<file path="config.mk">
export PLATFORM = sky130hd
export DESIGN_NAME = lc3_execute
export DESIGN_NICKNAME = d
export VERILOG_FILES = /design/src/rtl/lc3_execute.sv
export SDC_FILE = /design/constraint.sdc
export NUM_CORES = 1
export LEC_CHECK = 0
export CAP_MARGIN = 20
export CORE_ASPECT_RATIO = 0.8
export CORE_MARGIN = 4
export CORE_UTILIZATION = 40
export DETAILED_ROUTE_END_ITERATION = 12
export PLACE_DENSITY = 0.78
export SYNTH_ARGS = -nofsm -noshare
export SYNTH_HDL_FRONTEND = slang
export SYNTH_SLANG_ARGS = --single-unit
</file>
<file path="constraint.sdc">
create_clock -name clock -period 6.4 [get_ports clock]
set_input_delay 1.6 -clock clock [delete_from_list [all_inputs] [get_ports clock]]
set_output_delay 1.6 -clock clock [all_outputs]
set_load 0.01 [all_outputs]
</file>
<file path="src/rtl/lc3_execute.sv">
// LC-3 execute stage: operand forwarding, ALU, address generation and the
// EX/MEM pipeline register.
module lc3_execute (
  input  logic        clock,
  input  logic        reset,
  input  logic        enable_execute,
  input  logic [15:0] IR,
  input  logic [15:0] npc_in,
  input  logic [5:0]  E_control,
  input  logic        Mem_Control_in,
  input  logic [1:0]  W_Control_in,
  input  logic        bypass_alu_1,
  input  logic        bypass_alu_2,
  input  logic        bypass_mem_1,
  input  logic        bypass_mem_2,
  input  logic [15:0] VSR1,
  input  logic [15:0] VSR2,
  input  logic [15:0] Mem_bypass_val,
  output logic [15:0] aluout,
  output logic [15:0] pcout,
  output logic [1:0]  W_Control_out,
  output logic        Mem_Control_out,
  output logic [15:0] M_Data,
  output logic [2:0]  dr,
  output logic [15:0] IR_Exec,
  output logic [2:0]  NZP,
  output logic [2:0]  sr1,
  output logic [2:0]  sr2
);

  typedef enum logic [3:0] {
    OP_BR  = 4'b0000,
    OP_ADD = 4'b0001,
    OP_LD  = 4'b0010,
    OP_ST  = 4'b0011,
    OP_AND = 4'b0101,
    OP_LDR = 4'b0110,
    OP_STR = 4'b0111,
    OP_NOT = 4'b1001,
    OP_LDI = 4'b1010,
    OP_STI = 4'b1011,
    OP_JMP = 4'b1100,
    OP_LEA = 4'b1110
  } opcode_e;

  logic [15:0] aluout_q, aluout_d;
  logic [15:0] pcout_q, pcout_d;
  logic [1:0]  wctl_q, wctl_d;
  logic        memctl_q, memctl_d;
  logic [15:0] mdata_q, mdata_d;
  logic [2:0]  dr_q, dr_d;
  logic [15:0] irexec_q, irexec_d;
  logic [2:0]  nzp_q, nzp_d;

  logic [3:0]  opcode;
  logic [1:0]  aluControl;
  logic [1:0]  pcSelect1;
  logic        pcSelect2;
  logic        op2Select;
  logic [15:0] val1, val2, aluOp2, aluResult;
  logic [15:0] addrBase, addrOffset, address;
  logic        isStore;

  assign opcode     = IR[15:12];
  assign aluControl = E_control[5:4];
  assign pcSelect1  = E_control[3:2];
  assign pcSelect2  = E_control[1];
  assign op2Select  = E_control[0];

  assign isStore = (opcode == OP_ST) || (opcode == OP_STR) || (opcode == OP_STI);

  // Source indices come straight from the incoming IR so decode can read the
  // register file in the same cycle, independent of the capture enable.
  assign sr1 = IR[8:6];
  assign sr2 = isStore ? IR[11:9] : IR[2:0];

  // Forwarding: the registered ALU result has priority over the memory stage.
  assign val1 = bypass_alu_1 ? aluout_q : (bypass_mem_1 ? Mem_bypass_val : VSR1);
  assign val2 = bypass_alu_2 ? aluout_q : (bypass_mem_2 ? Mem_bypass_val : VSR2);

  assign aluOp2 = op2Select ? val2 : {{11{IR[4]}}, IR[4:0]};

  always_comb begin
    aluResult = 16'h0000;
    case (aluControl)
      2'b00:   aluResult = val1 + aluOp2;
      2'b01:   aluResult = val1 & aluOp2;
      2'b10:   aluResult = ~val1;
      default: aluResult = 16'h0000;
    endcase
  end

  always_comb begin
    addrOffset = 16'h0000;
    case (pcSelect1)
      2'b00:   addrOffset = {{5{IR[10]}}, IR[10:0]};
      2'b01:   addrOffset = {{7{IR[8]}}, IR[8:0]};
      2'b10:   addrOffset = {{10{IR[5]}}, IR[5:0]};
      default: addrOffset = 16'h0000;
    endcase
  end

  assign addrBase = pcSelect2 ? npc_in : val1;
  assign address  = addrBase + addrOffset;

  always_comb begin
    aluout_d = aluout_q;
    pcout_d  = address;
    wctl_d   = W_Control_in;
    memctl_d = Mem_Control_in;
    mdata_d  = mdata_q;
    dr_d     = 3'b000;
    irexec_d = IR;
    nzp_d    = 3'b000;
    case (opcode)
      OP_ADD, OP_AND, OP_NOT: begin
        aluout_d = aluResult;
        dr_d     = IR[11:9];
      end
      OP_LEA: begin
        aluout_d = address;
        dr_d     = IR[11:9];
      end
      OP_LD, OP_LDR, OP_LDI: dr_d = IR[11:9];
      OP_ST, OP_STR, OP_STI: mdata_d = val2;
      OP_BR:  nzp_d = IR[11:9];
      OP_JMP: nzp_d = 3'b111;
      default: ;
    endcase
  end

  always_ff @(posedge clock or posedge reset) begin
    if (reset) begin
      aluout_q <= 16'h0000;
      pcout_q  <= 16'h0000;
      wctl_q   <= 2'b00;
      memctl_q <= 1'b0;
      mdata_q  <= 16'h0000;
      dr_q     <= 3'b000;
      irexec_q <= 16'h0000;
      nzp_q    <= 3'b000;
    end else if (enable_execute) begin
      aluout_q <= aluout_d;
      pcout_q  <= pcout_d;
      wctl_q   <= wctl_d;
      memctl_q <= memctl_d;
      mdata_q  <= mdata_d;
      dr_q     <= dr_d;
      irexec_q <= irexec_d;
      nzp_q    <= nzp_d;
    end
  end

  assign aluout          = aluout_q;
  assign pcout           = pcout_q;
  assign W_Control_out   = wctl_q;
  assign Mem_Control_out = memctl_q;
  assign M_Data          = mdata_q;
  assign dr              = dr_q;
  assign IR_Exec         = irexec_q;
  assign NZP             = nzp_q;

endmodule

</file>
==> results of run 1 <==
state kept, by name, indices dropped and copies added (netlist names):
name,count
IR_Exec,16
M_Data,16
Mem_Control_out,1
NZP,3
W_Control_out,2
aluout,16
dr,3
pcout,16
power by group through the flow:
| stage | clock (W) | combinational, W | sequential (W) |
|---|---|---|---|
| 2_1_floorplan | 0 | 0.000485 | 0.000685 |
| 3_3_place_gp | 0 | 0.000937 | 0.000649 |
| 3_5_place_dp | 0 | 0.000948 | 0.000651 |
| 4_1_cts | 0.000499 | 0.000953 | 0.000644 |
| 5_1_grt | 0.000519 | 0.00104 | 0.000657 |
| 6_report | 0.000490 | 0.000955 | 0.000643 |
layout make-up:
class,count,share of cell area [%]
Clock buffer,11,3.09
Clock inverter,5,0.494
Inverter,30,1.43
Multi-Input combinational cell,519,46.1
Sequential cell,73,23.3
Tap cell,180,2.87
Timing Repair Buffer,181,22.8
through the flow:
stage,utilization (%),instances
after floorplan,-,661
after global placement,54.7,983
after detailed placement,54.7,983
after CTS,56.8,999
final,56.8,999
after global routing,56.8,999
worst reg2reg max path, delay by kind of cell (launching register included):
family | cells | cell delay [ns]
adder cells (fa/ha/maj) | 1 | 0.33
AND/OR/NAND/NOR | 1 | 0.07
AO/OA/AOI/OAI | 7 | 1.67
flip-flops | 1 | 0.42
XOR/XNOR | 1 | 0.17
buffers and inverters | 1 | 0.09
multiplexers | 1 | 0.34
how the worst max path moves through the flow:
stage,slack [ns],endpoint,depth (start not counted),start
after floorplan,1.88,aluout[14],13,bypass_mem_1
after global placement,0.99,aluout[14],12,bypass_mem_1
after detailed placement,0.88,aluout[15],13,bypass_mem_1
after CTS,1.24,aluout[15],13,bypass_mem_1
after global routing,1.01,aluout[15],14,bypass_mem_1
final,1.16,aluout[15],14,bypass_mem_1
cell usage after synthesis, types with 5 or more instances:
| library cell | n |
|---|---|
| xnor2_1 | 18 |
| and2_1 | 9 |
| o21ai_0 | 82 |
| o21a_1 | 5 |
| nor2_1 | 48 |
| nand3_1 | 6 |
| nand2_1 | 73 |
| ha_1 | 31 |
| buf_2 | 5 |
| mux2i_1 | 38 |
| xor2_1 | 8 |
| a21oi_1 | 54 |
| o22ai_1 | 12 |
| dfrtp_1 | 73 |
| o221ai_1 | 6 |
| mux2_2 | 48 |
| inv_1 | 30 |
| a211oi_1 | 7 |
| o211ai_1 | 5 |
| clkbuf_1 | 25 |
routing by layer:
layer	share of wire, %	GRT usage [%]
met3	8.7	6.49
met5	0.071	0
met4	0.96	4.48
met1	45	30.9
met2	45	35.6
logic make-up (layout without fill, tap and decap cells):
| kind of cell | count (synthesis) | count (layout) |
|---|---|---|
| compound gates | 214 | 214 |
| xor+xnor | 27 | 27 |
| fa+ha+maj | 33 | 33 |
| buf+inv | 69 | 227 |
| flops | 73 | 73 |
| mux | 88 | 88 |
| simple gates | 157 | 157 |
==> results.ini, run 1 <==
[status]
outcome=finished, final reports clean

[logic_synthesis]
syn_area_um2=5750
synthDistinctLibCells=67
synthMuxAreaShare_pct=16.5
syn_inst=661
synth_top_area_share_pct=31.8
avgSynthCellArea_um2=8.70
synth_simple_gate_area_share_pct=11.8
syn_nets=790
synth_top_area_cell=dfrtp_1
synth_compound_area_share_pct=22.9
synthArstFlopShare_pct=100
ys_seq_area_share_pct=31.8
synthFlopType=dfrtp_1
synth-seq-cells=73
synth_warnings=0
synth_area_leaders=dfrtp_1 (32%), mux2_2 (9.4%), o21ai_0 (7.1%)
synth_edf_count=0
synth_top_family_by_area=compound AO/OA/AOI/OAI gates
synthXorXnorAreaFrac_pct=4.24
synth_fa_ha_area_share_pct=7.44

[die]
initial_core_util_pct=41.6
std_cell_rows=38
dieArea_um2=16400
io_pins=175
coreArea_um2=13800
die_h_um=115
die_w_um=142

[finish]
multi_input_area_um2=3620
regArea_um2=1830
antenna_cells=0
final_cell_mix=clkdlybuf4s50_1 (173), o21ai_0 (82), dfrtp_1 (73), nand2_1 (73), a21oi_1 (54)
design_area_um2=7850
nNetsFinal=943
fillers=1219
layout-drive-gt1-share_pct=10.7
syn_to_final_growth_pct=36.6
final_common_cell=clkdlybuf4s50_1

[critical_path]
critPathMaxStageDelay_ns=0.97
cp_cell_sequence=clkdlybuf4s50_1, buf_4, mux2i_1, nor2_1, a21oi_1, o21ai_0, ha_1, o211ai_1, o211ai_1, a41o_1, a21oi_1, xnor2_1, a211oi_1, a221o_1
endpoint_kind=register
rr_worst_depth=12
start_kind=primary input
reg2reg_from=aluout[1]
crit_path_top_delay_cell=clkdlybuf4s50_1
path_buf_inv=2
r2r_slack_ns=3.19
path_max_fanout=11
reg2reg_to=aluout[15]
crit_required_ns=6.62
crit_family=compound AO/OA/AOI/OAI gates
arrival_ns=5.46
critPathKind=primary input to register

[clocking]
htree_levels=3
cts_tree=yes
clk_pin_slew_ns=0.06
cts_resized=0
cts_buffers=9
post_cts_buffers=0
holdBufCountCts=0
clockBufferDepth=2
cts-root-buf=clkbuf_16
cts_sinks=73
insertion_delay_ns=0.34

[sta]
finalSetupViolCount=0
fin_tns_setup_ns=0
timing.fmax_mhz=191
finalMaxSlewViolations=0
rsz0062_at_grt=false
hold_viol=0
layout_setup_ws_ns=1.16
finalCritPeriodShare_pct=81.9
timing.slew.headroom_pct=36.8
min_period_ns=5.24
fin_worst_skew_ns=0.00855
max_slew.worst_pin.slew_ns=0.945
holdWs_ns=0.478

[route]
vias=5596
drc=0
drt_pass1_iterations=5
ant_nets=0
wl_um=18400
avgViaCountPerCell=5.60
drtIter0Drc=441
drt-wirelength-per-cell_um=18.4

[worst_hold_path]
min_from=M_Data[9]
min_path_cells=2
whs_endpoint=M_Data[9]
min_path_type=register to register

[pwr]
power_frac_seq_pct=30.8
internal-power_w=0.00133
power_w=0.00209
switching_share_pct=36.4
leakage_nw=3.34
pwr-share-clk_pct=23.5
p_per_area_nw_per_um2=266
ir_drop_uv=141
comb_power_share_pct=45.7
switching_power_w=0.000760

[place]
place_congestion=0.958
post_dp_cell_area_um2=7570
post-place-ws_ns=0.882
post-dp-hpwl_um=14400
io_buffers=174

[global_route]
first_global_vias=5527
grt_overflow=0
track_usage_pct=22.5
antenna_found_initial=1
grt_pass1_wl_um=29100
grt_max_degree=51

[run]
cap_violations=0

Note: power is estimated with default switching activity, not from simulation.
==> inputs of run 2 (changes only) <==
==> constraint.sdc (replaced) <==
create_clock -name clock -period 5.2 [get_ports clock]
set_input_delay 1.3 -clock clock [delete_from_list [all_inputs] [get_ports clock]]
set_output_delay 1.3 -clock clock [all_outputs]
set_load 0.01 [all_outputs]
==> results.ini, run 2 (synthesis gave the netlist of run 1 again) <==
[critical_path]
critPathKind=primary input to register
endpoint_kind=register
arrival_ns=4.86
path_max_fanout=6
start_kind=primary input
crit_required_ns=5.47
rr_worst_depth=13

[route]
vias=5586
drc=0
drt-wirelength-per-cell_um=18.3
drtIter0Drc=416
drt_pass1_iterations=5
ant_nets=0
avgViaCountPerCell=5.56
wl_um=18300

[global_route]
antenna_found_initial=0
grt_max_degree=49
first_global_vias=5507
track_usage_pct=22.1
grt_overflow=0
grt_pass1_wl_um=29100

[clocking]
cts_sinks=73
cts_buffers=9
cts_resized=0
clk_pin_slew_ns=0.06
cts-root-buf=clkbuf_16
insertion_delay_ns=0.34
post_cts_buffers=0
htree_levels=3
clockBufferDepth=2
holdBufCountCts=0
cts_tree=yes

[die]
die_w_um=142
io_pins=175
die_h_um=115
coreArea_um2=13800
initial_core_util_pct=41.6
dieArea_um2=16400
std_cell_rows=38

[finish]
syn_to_final_growth_pct=37.8
final_util_pct=57.2
final_cell_mix=clkdlybuf4s50_1 (173), o21ai_0 (82), dfrtp_1 (73), nand2_1 (73), a21oi_1 (54)
final_common_cell=clkdlybuf4s50_1
nNetsFinal=949
antenna_cells=0
layout-drive-gt1-share_pct=11.5
regArea_um2=1830
fillers=1248
multi_input_area_um2=3620
fin_cells=1005

[worst_hold_path]
min_path_type=register to register
min_path_cells=2

[pwr]
ir_drop_uv=206
p_per_area_nw_per_um2=331
leakage_nw=3.38

[place]
post-dp-hpwl_um=14500
placedCellCount=989
place_congestion=0.907
io_buffers=174

[status]
outcome=finished, final reports clean

[sta]
max_slew.worst_pin.slew_ns=0.809
finalCritPeriodShare_pct=88.4
finalMaxSlewViolations=0
fin_tns_setup_ns=0
rsz0062_at_grt=false
timing.slew.headroom_pct=46.0
min_period_ns=4.59
timing.fmax_mhz=218
finalSetupViolCount=0
hold_viol=0
fin_worst_skew_ns=0.0104

[run]
cap_violations=0

==> run 2: worst paths after layout <==
| path | from | to | slack [ns] |
|---|---|---|---|
| worst max-delay path | bypass_mem_1 | aluout[14] | 0.61 |
| worst min register to register | M_Data[8] | M_Data[8] | 0.48 |
| max in group asynchronous | reset | M_Data[7] | 2.71 |
| min in group asynchronous | reset | aluout[12] | 1.45 |
| worst max register to register | aluout[0] | aluout[14] | 2.08 |
| worst min-delay path | M_Data[8] | M_Data[8] | 0.48 |
==> run 2: cell type report <==
type,instances,area share [%]
Sequential cell,73,23.1
Clock inverter,7,0.979
Timing Repair Buffer,187,23.2
Multi-Input combinational cell,519,45.7
Clock buffer,9,2.84
Inverter,30,1.42
Tap cell,180,2.84
==> run 2: where the power goes <==
group          internal, W  switching (W)
clock             0.000377       0.000273
combinational     0.000603       0.000576
sequential        0.000696      0.0000970
total              0.00168       0.000946
==> run 2: critical path, stage by stage <==
cell             delay [ns]
clkdlybuf4s50_1        0.69
mux2i_1                0.12
o21ai_0                0.33
mux2_2                 0.23
ha_1                   0.19
inv_1                  0.07
fa_1                   0.40
nand2b_1               0.19
a21oi_1                0.16
a211o_2                0.19
a32oi_4                0.16
or4_1                  0.49
and3_1                 0.20
a21oi_2                0.12
==> run 2: routing by layer <==
| layer | global-route usage [%] | wire length (um) |
|---|---|---|
| met3 | 5.74 | 1450 |
| met4 | 3.71 | 108 |
| met1 | 30.6 | 8330 |
| met5 | 0 | 0 |
| met2 | 35.6 | 8460 |
==> run 2: metrics by stage <==
step | hold slack, ns | worst slack (ns) | cell area [um2] | total power, W
global route | 0.511 | 0.411 | 7920 | 0.00279
detailed placement | 0.474 | 0.299 | 7620 | 0.00198
finish | 0.484 | 0.605 | 7920 | 0.00262
floorplan | 0.516 | 0.982 | 5750 | 0.00144
global placement | 0.466 | 0.346 | 7620 | 0.00196
CTS | 0.487 | 0.640 | 7920 | 0.00264
